==> config.mk <==
export PLATFORM = sky130hd
export DESIGN_NAME = iob_mem_arbiter
export DESIGN_NICKNAME = d
export VERILOG_FILES = /design/src/rtl/iob_mem_arbiter_pkg.sv /design/src/rtl/iob_rr_pick.sv /design/src/rtl/iob_mem_arbiter.sv
export SDC_FILE = /design/constraint.sdc
export NUM_CORES = 1
export LEC_CHECK = 0
export CELL_PAD_IN_SITES_DETAIL_PLACEMENT = 1
export CELL_PAD_IN_SITES_GLOBAL_PLACEMENT = 1
export CORE_AREA = 8 8 133 135
export CTS_BUF_LIST = sky130_fd_sc_hd__clkbuf_4
export DETAILED_ROUTE_END_ITERATION = 10
export DIE_AREA = 0 0 141 143
export GPL_TIMING_DRIVEN = 1
export PLACE_DENSITY = 0.84
export SYNTH_ARGS = -nofsm -noshare
export SYNTH_HDL_FRONTEND = slang
export SYNTH_HIERARCHICAL = 1
export SYNTH_SLANG_ARGS = --single-unit
==> constraint.sdc <==
create_clock -name clk -period 2.2 [get_ports clk]
set_clock_uncertainty 0.2 [all_clocks]
set_input_delay 0.33 -clock clk [delete_from_list [all_inputs] [get_ports clk]]
set_output_delay 0.33 -clock clk [all_outputs]
set_load 0.005 [all_outputs]
==> src/rtl/iob_mem_arbiter_pkg.sv <==
// Shared definitions for the IOb memory arbiter: FSM encoding and packed-bus field offsets.
// Requests pack {valid, addr, wdata, wstrb}; responses pack {rdata, ready}; master 0 sits in LSBs.
package iob_mem_arbiter_pkg;

  typedef enum logic {
    StIdle = 1'b0,
    StBusy = 1'b1
  } arb_state_e;

  function automatic int unsigned req_w(input int unsigned aw, input int unsigned dw);
    return 1 + aw + dw + dw / 8;
  endfunction

  function automatic int unsigned resp_w(input int unsigned dw);
    return dw + 1;
  endfunction

  function automatic int unsigned req_wstrb_lsb(input int unsigned i, input int unsigned aw,
                                                input int unsigned dw);
    return i * req_w(aw, dw);
  endfunction

  function automatic int unsigned req_wdata_lsb(input int unsigned i, input int unsigned aw,
                                                input int unsigned dw);
    return req_wstrb_lsb(i, aw, dw) + dw / 8;
  endfunction

  function automatic int unsigned req_addr_lsb(input int unsigned i, input int unsigned aw,
                                               input int unsigned dw);
    return req_wdata_lsb(i, aw, dw) + dw;
  endfunction

  function automatic int unsigned req_valid_bit(input int unsigned i, input int unsigned aw,
                                                input int unsigned dw);
    return req_addr_lsb(i, aw, dw) + aw;
  endfunction

  function automatic int unsigned resp_ready_bit(input int unsigned i, input int unsigned dw);
    return i * resp_w(dw);
  endfunction

  function automatic int unsigned resp_rdata_lsb(input int unsigned i, input int unsigned dw);
    return resp_ready_bit(i, dw) + 1;
  endfunction

endpackage

==> src/rtl/iob_rr_pick.sv <==
// Combinational round-robin picker: first set request at or after ptr, wrapping at N-1.
// Returns a one-hot winner, its index and whether any request was set.
module iob_rr_pick #(
  parameter int unsigned N    = 2,
  parameter int unsigned PtrW = (N > 1) ? $clog2(N) : 1
) (
  input  logic [N-1:0]    req_i,
  input  logic [PtrW-1:0] ptr_i,
  output logic [N-1:0]    gnt_o,
  output logic [PtrW-1:0] idx_o,
  output logic            any_o
);

  logic [PtrW-1:0] cand;
  logic            found;

  always_comb begin
    gnt_o = '0;
    idx_o = '0;
    found = 1'b0;
    cand  = ptr_i;
    for (int k = 0; k < int'(N); k++) begin
      if (!found && req_i[cand]) begin
        found        = 1'b1;
        gnt_o[cand]  = 1'b1;
        idx_o        = cand;
      end
      // Explicit compare so non-power-of-two N wraps correctly.
      cand = (cand == PtrW'(N - 1)) ? '0 : cand + 1'b1;
    end
    any_o = found;
  end

endmodule

==> src/rtl/iob_mem_arbiter.sv <==
// Round-robin arbiter sharing one IOb slave between N_MASTERS masters.
// One transaction in flight; grant is registered and held until the slave returns ready.
module iob_mem_arbiter
  import iob_mem_arbiter_pkg::*;
#(
  parameter int unsigned N_MASTERS = 2,
  parameter int unsigned ADDR_W    = 32,
  parameter int unsigned DATA_W    = 32,
  parameter int unsigned REQ_W     = 1 + ADDR_W + DATA_W + DATA_W / 8,
  parameter int unsigned RESP_W    = DATA_W + 1
) (
  input  logic                          clk,
  input  logic                          rst,
  input  logic [N_MASTERS*REQ_W-1:0]    m_req,
  output logic [N_MASTERS*RESP_W-1:0]   m_resp,
  output logic [REQ_W-1:0]              s_req,
  input  logic [RESP_W-1:0]             s_resp,
  output logic [N_MASTERS-1:0]          grant,
  output logic                          busy
);

  localparam int unsigned PtrW = (N_MASTERS > 1) ? $clog2(N_MASTERS) : 1;

  arb_state_e            state_q, state_d;
  logic [N_MASTERS-1:0]  grant_q, grant_d;
  logic [PtrW-1:0]       idx_q, idx_d;
  logic [PtrW-1:0]       ptr_q, ptr_d;

  logic [N_MASTERS-1:0]  req_valid;
  logic [N_MASTERS-1:0]  pick_gnt;
  logic [PtrW-1:0]       pick_idx;
  logic                  pick_any;
  logic                  s_ready;

  always_comb begin
    req_valid = '0;
    for (int i = 0; i < int'(N_MASTERS); i++) begin
      req_valid[i] = m_req[req_valid_bit(i, ADDR_W, DATA_W)];
    end
  end

  assign s_ready = s_resp[resp_ready_bit(0, DATA_W)];

  iob_rr_pick #(
    .N    (N_MASTERS),
    .PtrW (PtrW)
  ) u_pick (
    .req_i (req_valid),
    .ptr_i (ptr_q),
    .gnt_o (pick_gnt),
    .idx_o (pick_idx),
    .any_o (pick_any)
  );

  always_comb begin
    state_d = state_q;
    grant_d = grant_q;
    idx_d   = idx_q;
    ptr_d   = ptr_q;
    s_req   = '0;
    m_resp  = '0;
    unique case (state_q)
      StIdle: begin
        if (pick_any) begin
          grant_d = pick_gnt;
          idx_d   = pick_idx;
          state_d = StBusy;
        end
      end
      StBusy: begin
        for (int i = 0; i < int'(N_MASTERS); i++) begin
          if (grant_q[i]) begin
            s_req = m_req[req_wstrb_lsb(i, ADDR_W, DATA_W) +: REQ_W];
            // Non-granted masters and not-ready cycles see an all-zero response.
            if (s_ready) begin
              m_resp[resp_ready_bit(i, DATA_W) +: RESP_W] = s_resp;
            end
          end
        end
        if (s_ready) begin
          ptr_d   = (idx_q == PtrW'(N_MASTERS - 1)) ? '0 : idx_q + 1'b1;
          grant_d = '0;
          state_d = StIdle;
        end
      end
    endcase
  end

  always_ff @(posedge clk or negedge rst) begin
    if (!rst) begin
      state_q <= StIdle;
      grant_q <= '0;
      idx_q   <= '0;
      ptr_q   <= '0;
    end else begin
      state_q <= state_d;
      grant_q <= grant_d;
      idx_q   <= idx_d;
      ptr_q   <= ptr_d;
    end
  end

  assign grant = grant_q;
  assign busy  = (state_q == StBusy);

endmodule

# Word-level counts from Yosys, hierarchy flattened

Cells that the tools add are included.

Add/subtract/negate cells: 2
Multiply operators: 0
Divide/modulo/power cells: 0
$lt $le $gt $ge: 4
Equality and inequality tests: 2
Shift-type cells: 0
Multiplexer cells: 29
Bitwise logic cells: 2
Reductions and logical operators: 7

Operators by type and width:

| kind                                               | count |
|---|---|
| 2-to-1 mux 69 bit                                  | 3 |
| 2-to-1 mux 33 bit                                  | 3 |
| 2-to-1 mux 66 bit                                  | 1 |
| 2-to-1 mux 1 bit                                   | 14 |
| 2-to-1 mux 2 bit                                   | 4 |
| AND reduction 2 bit                                | 3 |
| < comparator 1 x 2 -> 1 bit, second input constant | 2 |
| inequality test 2 bit, second input constant       | 2 |
| one-hot mux 2 bit (2 select lines)                 | 1 |
| logical AND 1 bit                                  | 3 |
| adder 1 bit, second input constant                 | 2 |
| demux 1 bit (select 1 bit)                         | 2 |
| >= comparator 1 bit, second input constant         | 2 |
| OR 2 bit                                           | 1 |
| one-hot mux 1 bit (2 select lines)                 | 1 |
| logical NOT 1 bit                                  | 1 |
| inverter 1 bit                                     | 1 |

Flip-flop bits (word level): 5
Latch bits: 0
Bits in writable memories: 0
Bits in read-only memories: 0
Logic and storage cells: 50
Memories kept: 0

# Longest topological paths before layout

Gate-level depths: netlist of run 1.

Depth after elaboration: 10
Mapped depth: 4

# By module

The synthesis of run 1 kept the hierarchy.

Modules (own cells, without submodules):

| module          | instances | cells an instance | area each (µm²) | seq. area each (µm²) |
|---|---|---|---|---|
| iob_mem_arbiter | 1         | 364               | 2085.8          | 125.1 |
| iob_rr_pick     | 1         | 5                 | 32.5            | 0.0 |

# Worst setup path before layout of run 1

No wires, ideal clock.

Path kind: reg2out
From: reg grant_q[1], in the netlist grant[1]
To: out s_req[49]
Arrival time: 1.030 ns
Data required time: 1.670 ns
Path slack: 0.640 ns
Stages on the path, launching flop included: 5
Path through: dfrtp_1 buf_4 buf_2 nand3b_1 a21boi_1

Cells in the longest elaborated chain, start to end: 2

RTL lines:

| item                   | RTL line              | source |
|---|---|---|
| from (decl)            | iob_mem_arbiter.sv:25 | `logic [N_MASTERS-1:0] grant_q, grant_d;` |
| from (signal assigned) | iob_mem_arbiter.sv:97 | `grant_q <= grant_d;` |
| 2-to-1 mux 69 bit      | iob_mem_arbiter.sv:72 | `if (grant_q[i]) begin` |
| 2-to-1 mux 69 bit      | iob_mem_arbiter.sv:62 | `unique case (state_q)` |
| to (decl)              | iob_mem_arbiter.sv:16 | `output logic [REQ_W-1:0] s_req,` |

Every way passes these cells.

# Worst setup path after layout of run 1

From: reg grant_q[1], in the netlist grant[1]
To: out s_req[14]

Same word-level chain as after synthesis.

==> results of run 1 <==
[final timing paths]
check	cells past startpoint	slack, ns	to	from
hold reg to reg	1	0.24	ptr_q	idx_q
setup / recovery	5	0.03	s_req[14]	grant[1]
min in group clk	1	0.24	ptr_q	idx_q
hold / removal	1	0.09	ptr_q	rst
setup reg to reg	3	0.63	idx_q	busy
max in group asynchronous	1	1.50	grant[1]	rst
[flip-flops by register name, summed over array words and instances, names as in the netlist]
register	cells
grant	2
busy	1
idx_q	1
ptr_q	1
[power groups by stage]
| stage | Sequential, mW | Combinational (mW) | Clock (mW) |
|---|---|---|---|
| final | 0.169 | 2.23 | 0.123 |
| after global placement | 0.188 | 2.23 | 0 |
| after floorplan | 0.147 | 0.978 | 0 |
| after CTS | 0.168 | 2.28 | 0.129 |
| after detailed placement | 0.189 | 2.25 | 0 |
| after global routing | 0.174 | 2.42 | 0.135 |
[synthesized netlist by cell type]
master,instances,area share
mux2i_1,3,0.014
inv_1,3,0.0053
dfrtp_1,5,0.059
buf_2,30,0.071
a21boi_1,69,0.24
nand3b_1,69,0.24
nand2_1,103,0.18
nand2_2,1,0.0030
nor2b_1,1,0.0030
o22ai_1,1,0.0030
mux2_2,1,0.0053
a22o_1,1,0.0041
buf_4,4,0.014
or2_1,1,0.0030
nor2_1,66,0.12
a21boi_0,3,0.011
clkbuf_1,7,0.012
a21o_1,1,0.0035
[per-layer routing]
layer | routed length, um | vias to the layer above | track usage | part of all wire
li1 | - | 1840 | - | -
met1 | 6129 | 1723 | 0.1496 | 0.40
met2 | 7729 | 176 | 0.2613 | 0.51
met3 | 1320 | 6 | 0.05275 | 0.087
met4 | 41 | 0 | 0.01188 | 0.0027
met5 | 0 | - | 0 | 0
[what timing repair did]
| item | 4_1_cts | 5_1_grt |
|---|---|---|
| setup buffers | 10 | 1 |
| resized for setup | 154 | 82 |
| setup endpoints to repair | 135 | 60 |
| hold buffers | 0 | 0 |
| pin swaps | 5 | 9 |
| cloned | 3 | 0 |
[cell type report]
type,count,area [um^2]
fillers,1956,10010
repair buffers,349,3328
clock buffers,4,30.03
inverters,3,11.26
well taps,216,270.3
multi-input cells,320,1812
flip-flops and latches,5,131.4
[worst max-delay path, delay by kind of cell (launching register included)]
kind | cells | cell delay [ns]
buffers and inverters | 3 | 0.58
DFF | 1 | 0.50
and+or+nand+nor | 1 | 0.16
AOI/OAI and AO/OA | 1 | 0.14
[metrics by stage]
stage	util	hold slack, ns	cell area, um^2	worst slack, ns
floorplan	-	-0.1656	2118	0.6404
global placement	0.3582	0.2321	5587	-0.2041
detailed placement	0.3582	0.2510	5587	-0.2256
CTS	0.3635	0.09700	5670	-0.1042
global route	0.3579	0.1149	5583	-0.001097
finish	0.3579	0.09497	5583	0.03053
[cells by family (layout without fill, tap and decap cells)]
family | after synthesis | in the layout | synth area share
buffers and inverters | 44 | 356 | 0.1028
DFF | 5 | 5 | 0.05907
and+or+nand+nor | 241 | 241 | 0.5529
muxes | 4 | 4 | 0.01949
AOI/OAI and AO/OA | 75 | 75 | 0.2658
[cell usage in the layout, fill, tap and decap left out, types with 2 or more instances in the layout]
cell type | synthesis | layout
clkdlybuf4s50_1 | 0 | 193
nand2_1 | 103 | 102
nand3b_1 | 69 | 69
a21boi_1 | 69 | 67
nor2_1 | 66 | 63
dlygate4sd2_1 | 0 | 60
clkbuf_2 | 0 | 31
buf_4 | 4 | 22
clkdlybuf4s15_1 | 0 | 15
buf_12 | 0 | 9
buf_2 | 30 | 7
buf_6 | 0 | 5
clkbuf_4 | 0 | 4
nor2_2 | 0 | 3
inv_1 | 3 | 3
mux2i_1 | 3 | 3
dlymetal6s2s_1 | 0 | 3
a21boi_0 | 3 | 3
a21boi_2 | 0 | 2
dfrtp_2 | 0 | 2
bufbuf_16 | 0 | 2
dfrtp_1 | 5 | 2
==> impl_metrics.csv, run 1 <==
group,metric,value,unit
die,ios,311,
setup_path,cp_data_required_time,1.67,ns
setup_path,slowest_stage,"dfrtp_4",
sta,setup_tns,0,ns
pwr,leakage,2.460,nW
synth,avgSynthCellArea,5.741,um^2
final_layout,layout-drive-gt1-share,0.1366,
sta,hold_viol_final,0,
pwr,p_total,2.518,mW
global_route,antenna_found_initial,0,
die,rows,46,
hold_path,hp-class,"primary input to async pin",
clock_tree,cts.root.buffer_cell,"clkbuf_4",
placement,port_buffers,310,
final_layout,fin_nets,855,
setup_path,cpPeakStageDelay,0.50,ns
setup_path,arrival,1.64,ns
sta,fmax,460.9,MHz
synth,ys_ff_latch,5,
final_layout,layoutNonFillerInstCount,897,
die,die_h,143,um
synth,ys_types,18,
final_layout,n_antenna_cell,0,
die,die_x,141,um
clock_tree,clkLatencyLatePin,0.25,ns
detailed_routing,wl,15.22,mm
detailed_routing,viasPerCell,4.175,
global_route,grt_use_total,0.1389,
pwr,clockPowerShare,0.049,
clock_tree,htreeDepth,1,
pwr,pwr-share-comb,0.884,
sta,period_share,0.9861,
detailed_routing,drcViolationCount,0,
global_route,grt_pass1_vias,4007,
setup_path,critPathKind,"flip-flop to output port",
detailed_routing,drtIter0Drc,69,
clock_tree,cts_tree,"yes",
placement,gp_congestion,0.7681,
sta,max-slew-margin-rel,0.8416,
pwr,ir_drop,0.2359,mV
sta,setup_violations,0,
setup_path,path_cells,"buf_4 -> buf_12 -> nand3b_1 -> a21boi_1 -> dlygate4sd2_1",
clock_tree,numClockSinks,5,
pwr,p_int,1.482,mW
sta,drv_slew,0,
sta,tightest_slew,0.2371,ns
pwr,power_density,451.1,mW/mm^2
placement,dp_hpwl,12.61,mm
clock_tree,path_clk_slew,0.05,ns
clock_tree,cts_buffer_depth,2,
synth,synth_seq_area_share,0.05907,
sta,min_period,2.169,ns
die,die-area,0.02016,mm^2
pwr,swShare,0.4113,
global_route,grt.overflow.total,0,
detailed_routing,final_antenna_net_count,0,
status,status,"finished clean",
pwr,switchingPower,1.036,mW
detailed_routing,dr_total_vias,3745,
synth,synth_fp_nets,542,
global_route,grt_pass1_wl,22.44,mm
die,initial_core_util,0.1358,
run,cap_violations,0,
synth,synth_cells,369,
global_route,grt_max_degree,51,
detailed_routing,dr.pass1.iters,4,
placement,numPlacedInstances,880,
setup_path,critPathLaunchType,"flip-flop",
pwr,p_seq_frac,0.067,
synth,syn_area,0.002118,mm^2
setup_path,cp_max_fo,31,
setup_path,worstSetupEndpointType,"output port",
clock_tree,numCtsBuffers,3,
die,core_area,0.01560,mm^2
synth,yosys_warnings,6,
detailed_routing,routedWlPerCell,16.97,um
final_layout,area_growth,163.6,%
No activity file was read; power rests on OpenSTA's default activity.
==> run 2: changes to the inputs <==
- SETUP_SLACK_MARGIN: default -> 0.4
==> impl_metrics.csv, run 2 (same netlist as run 1, synthesis figures left out) <==
group,metric,value,unit
clock_tree,hold_buffers,0,
die,initial_core_util,0.1358,
final_layout,fill_cells,1888,
global_route,grt.overflow.total,0,
hold_path,hp-class,"primary input to async pin",
die,die-area,0.02016,mm^2
detailed_routing,dr.pass1.iters,4,
run,cap_violations,0,
sta,tightest_slew,0.2664,ns
sta,hold_viol_final,0,
final_layout,seq_area,131.4,um^2
clock_tree,cts_buffer_depth,2,
sta,period_share,0.9405,
clock_tree,path_clk_slew,0.05,ns
detailed_routing,viasPerCell,4.297,
clock_tree,htreeDepth,1,
die,ios,311,
clock_tree,numClockSinks,5,
setup_path,cp_data_required_time,1.67,ns
global_route,grt_use_total,0.1541,
sta,fmax,483.3,MHz
sta,setup_tns,0,ns
pwr,ir_drop,0.3283,mV
final_layout,fin_area,0.006143,mm^2
global_route,grt_pass1_vias,4244,
sta,rsz0062_at_grt,"true",
pwr,power_density,531.0,mW/mm^2
final_layout,layout_commonest_cell,"clkdlybuf4s50_1",
clock_tree,cts.root.buffer_cell,"clkbuf_4",
pwr,pwr-share-comb,0.910,
sta,holdWs,0.09357,ns
placement,port_buffers,310,
placement,dp_hpwl,12.61,mm
setup_path,worstReg2RegEnd,"idx_q",
setup_path,worstRegToRegCells,3,
pwr,leakage,2.778,nW
final_layout,final_cell_mix,"clkdlybuf4s50_1 (171), buf_2 (107), nand2_1 (100)",
clock_tree,cts_tree,"yes",
global_route,gr-max-usage-layer,"met2",
setup_path,worstSetupEndpointType,"output port",
sta,min_period,2.069,ns
global_route,grt_use_met2,0.2951,
detailed_routing,final_antenna_net_count,0,
global_route,grt_pass1_wl,24.64,mm
final_layout,multi_input_area,0.001952,mm^2
final_layout,layout-drive-gt1-share,0.3515,
pwr,swShare,0.3955,
placement,gp_congestion,0.7681,
setup_path,arrival,1.54,ns
placement,post_dp_cell_area,0.005587,mm^2
final_layout,fin_nets,908,
pwr,p_int,1.972,mW
pwr,clockPowerShare,0.039,
die,die_x,141,um
final_layout,layoutNonFillerInstCount,950,
global_route,grtUsageMet1,0.1669,
final_layout,fin_util,0.3939,
detailed_routing,drcViolationCount,0,
sta,max-slew-margin-rel,0.8224,
status,status,"finished clean",
sta,drv_slew,0,
setup_path,critPathLaunchType,"flip-flop",
detailed_routing,drtIter0Drc,101,
sta,setup_violations,0,
detailed_routing,dr_total_vias,4082,
final_layout,area_growth,190.0,%
die,rows,46,
final_layout,largest_reg_flops,2,
setup_path,critPathKind,"flip-flop to output port",
detailed_routing,wl,17.46,mm
setup_path,rrSetupSlack,0.78,ns
global_route,grt_max_degree,32,
die,core_area,0.01560,mm^2
die,die_h,143,um
detailed_routing,routedWlPerCell,18.38,um
pwr,p_seq_frac,0.051,
pwr,switchingPower,1.290,mW
setup_path,rr_startpoint,"busy",
placement,numPlacedInstances,880,
global_route,grt_util_met3,0.05075,
final_layout,n_antenna_cell,0,
clock_tree,numCtsBuffers,3,
global_route,antenna_found_initial,0,
clock_tree,clkLatencyLatePin,0.26,ns
setup_path,cp_max_fo,6,
-- run 2: cell types whose count changed in the layout (fill, tap and decap cells not counted), sizes merged --
cell	change
clkdlybuf4s50	-22
clkbuf	-15
buf	+152
clkdlybuf4s15	-15
dlygate4sd2	-45
bufbuf	-2
-- run 2: timing repair --
action	in CTS	in global routing
setup endpoints to repair	138	139
buffers inserted	30	22
pin swaps	63	18
gates resized for setup	428	156
cloned	11	3
-- run 2: cell type report --
class | count | share of cell area
Timing Repair Buffer | 402 | 0.6102
Tap cell | 216 | 0.04399
Inverter | 3 | 0.001833
Clock buffer | 4 | 0.004888
Sequential cell | 5 | 0.02138
Multi-Input combinational cell | 320 | 0.3177
-- run 2: power by group through the flow --
stage / logic (mW) / clock network, mW / registers (mW)
finish: 2.97 / 0.127 / 0.166
floorplan: 0.978 / 0 / 0.147
detailed placement: 2.25 / 0 / 0.189
CTS: 2.70 / 0.129 / 0.163
global route: 3.18 / 0.137 / 0.171
global placement: 2.23 / 0 / 0.188
-- run 2: layer usage --
layer	vias up	part of all wire
met4	0	0.0021
met5	-	0
met3	6	0.081
met2	180	0.53
li1	1952	-
met1	1944	0.39
-- run 2: how the worst max path moves through the flow --
stage / to / slack, ns / from
6_report: s_req[4] / 0.13 / grant[1]
5_1_grt: s_req[1] / 0.07 / grant[1]
4_1_cts: s_req[4] / 0.13 / grant[1]
3_5_place_dp: m_resp[1] / -0.23 / s_resp[0]
3_3_place_gp: m_resp[1] / -0.20 / s_resp[0]
2_1_floorplan: s_req[49] / 0.64 / grant[1]
-- run 2: critical path, stage by stage (launching register included) --
cell and delay (ns):
dfrtp_4 0.51, buf_8 0.16, buf_6 0.12, nand3b_1 0.17
a21boi_2 0.17, buf_2 0.15
-- run 2: stage by stage --
| stage | setup slack [ns] | power [mW] |
|---|---|---|
| after floorplan | 0.6404 | 1.125 |
| after global placement | -0.2041 | 2.418 |
| after detailed placement | -0.2256 | 2.443 |
| after CTS | 0.1306 | 2.995 |
| after global routing | 0.07043 | 3.491 |
| final | 0.1309 | 3.262 |
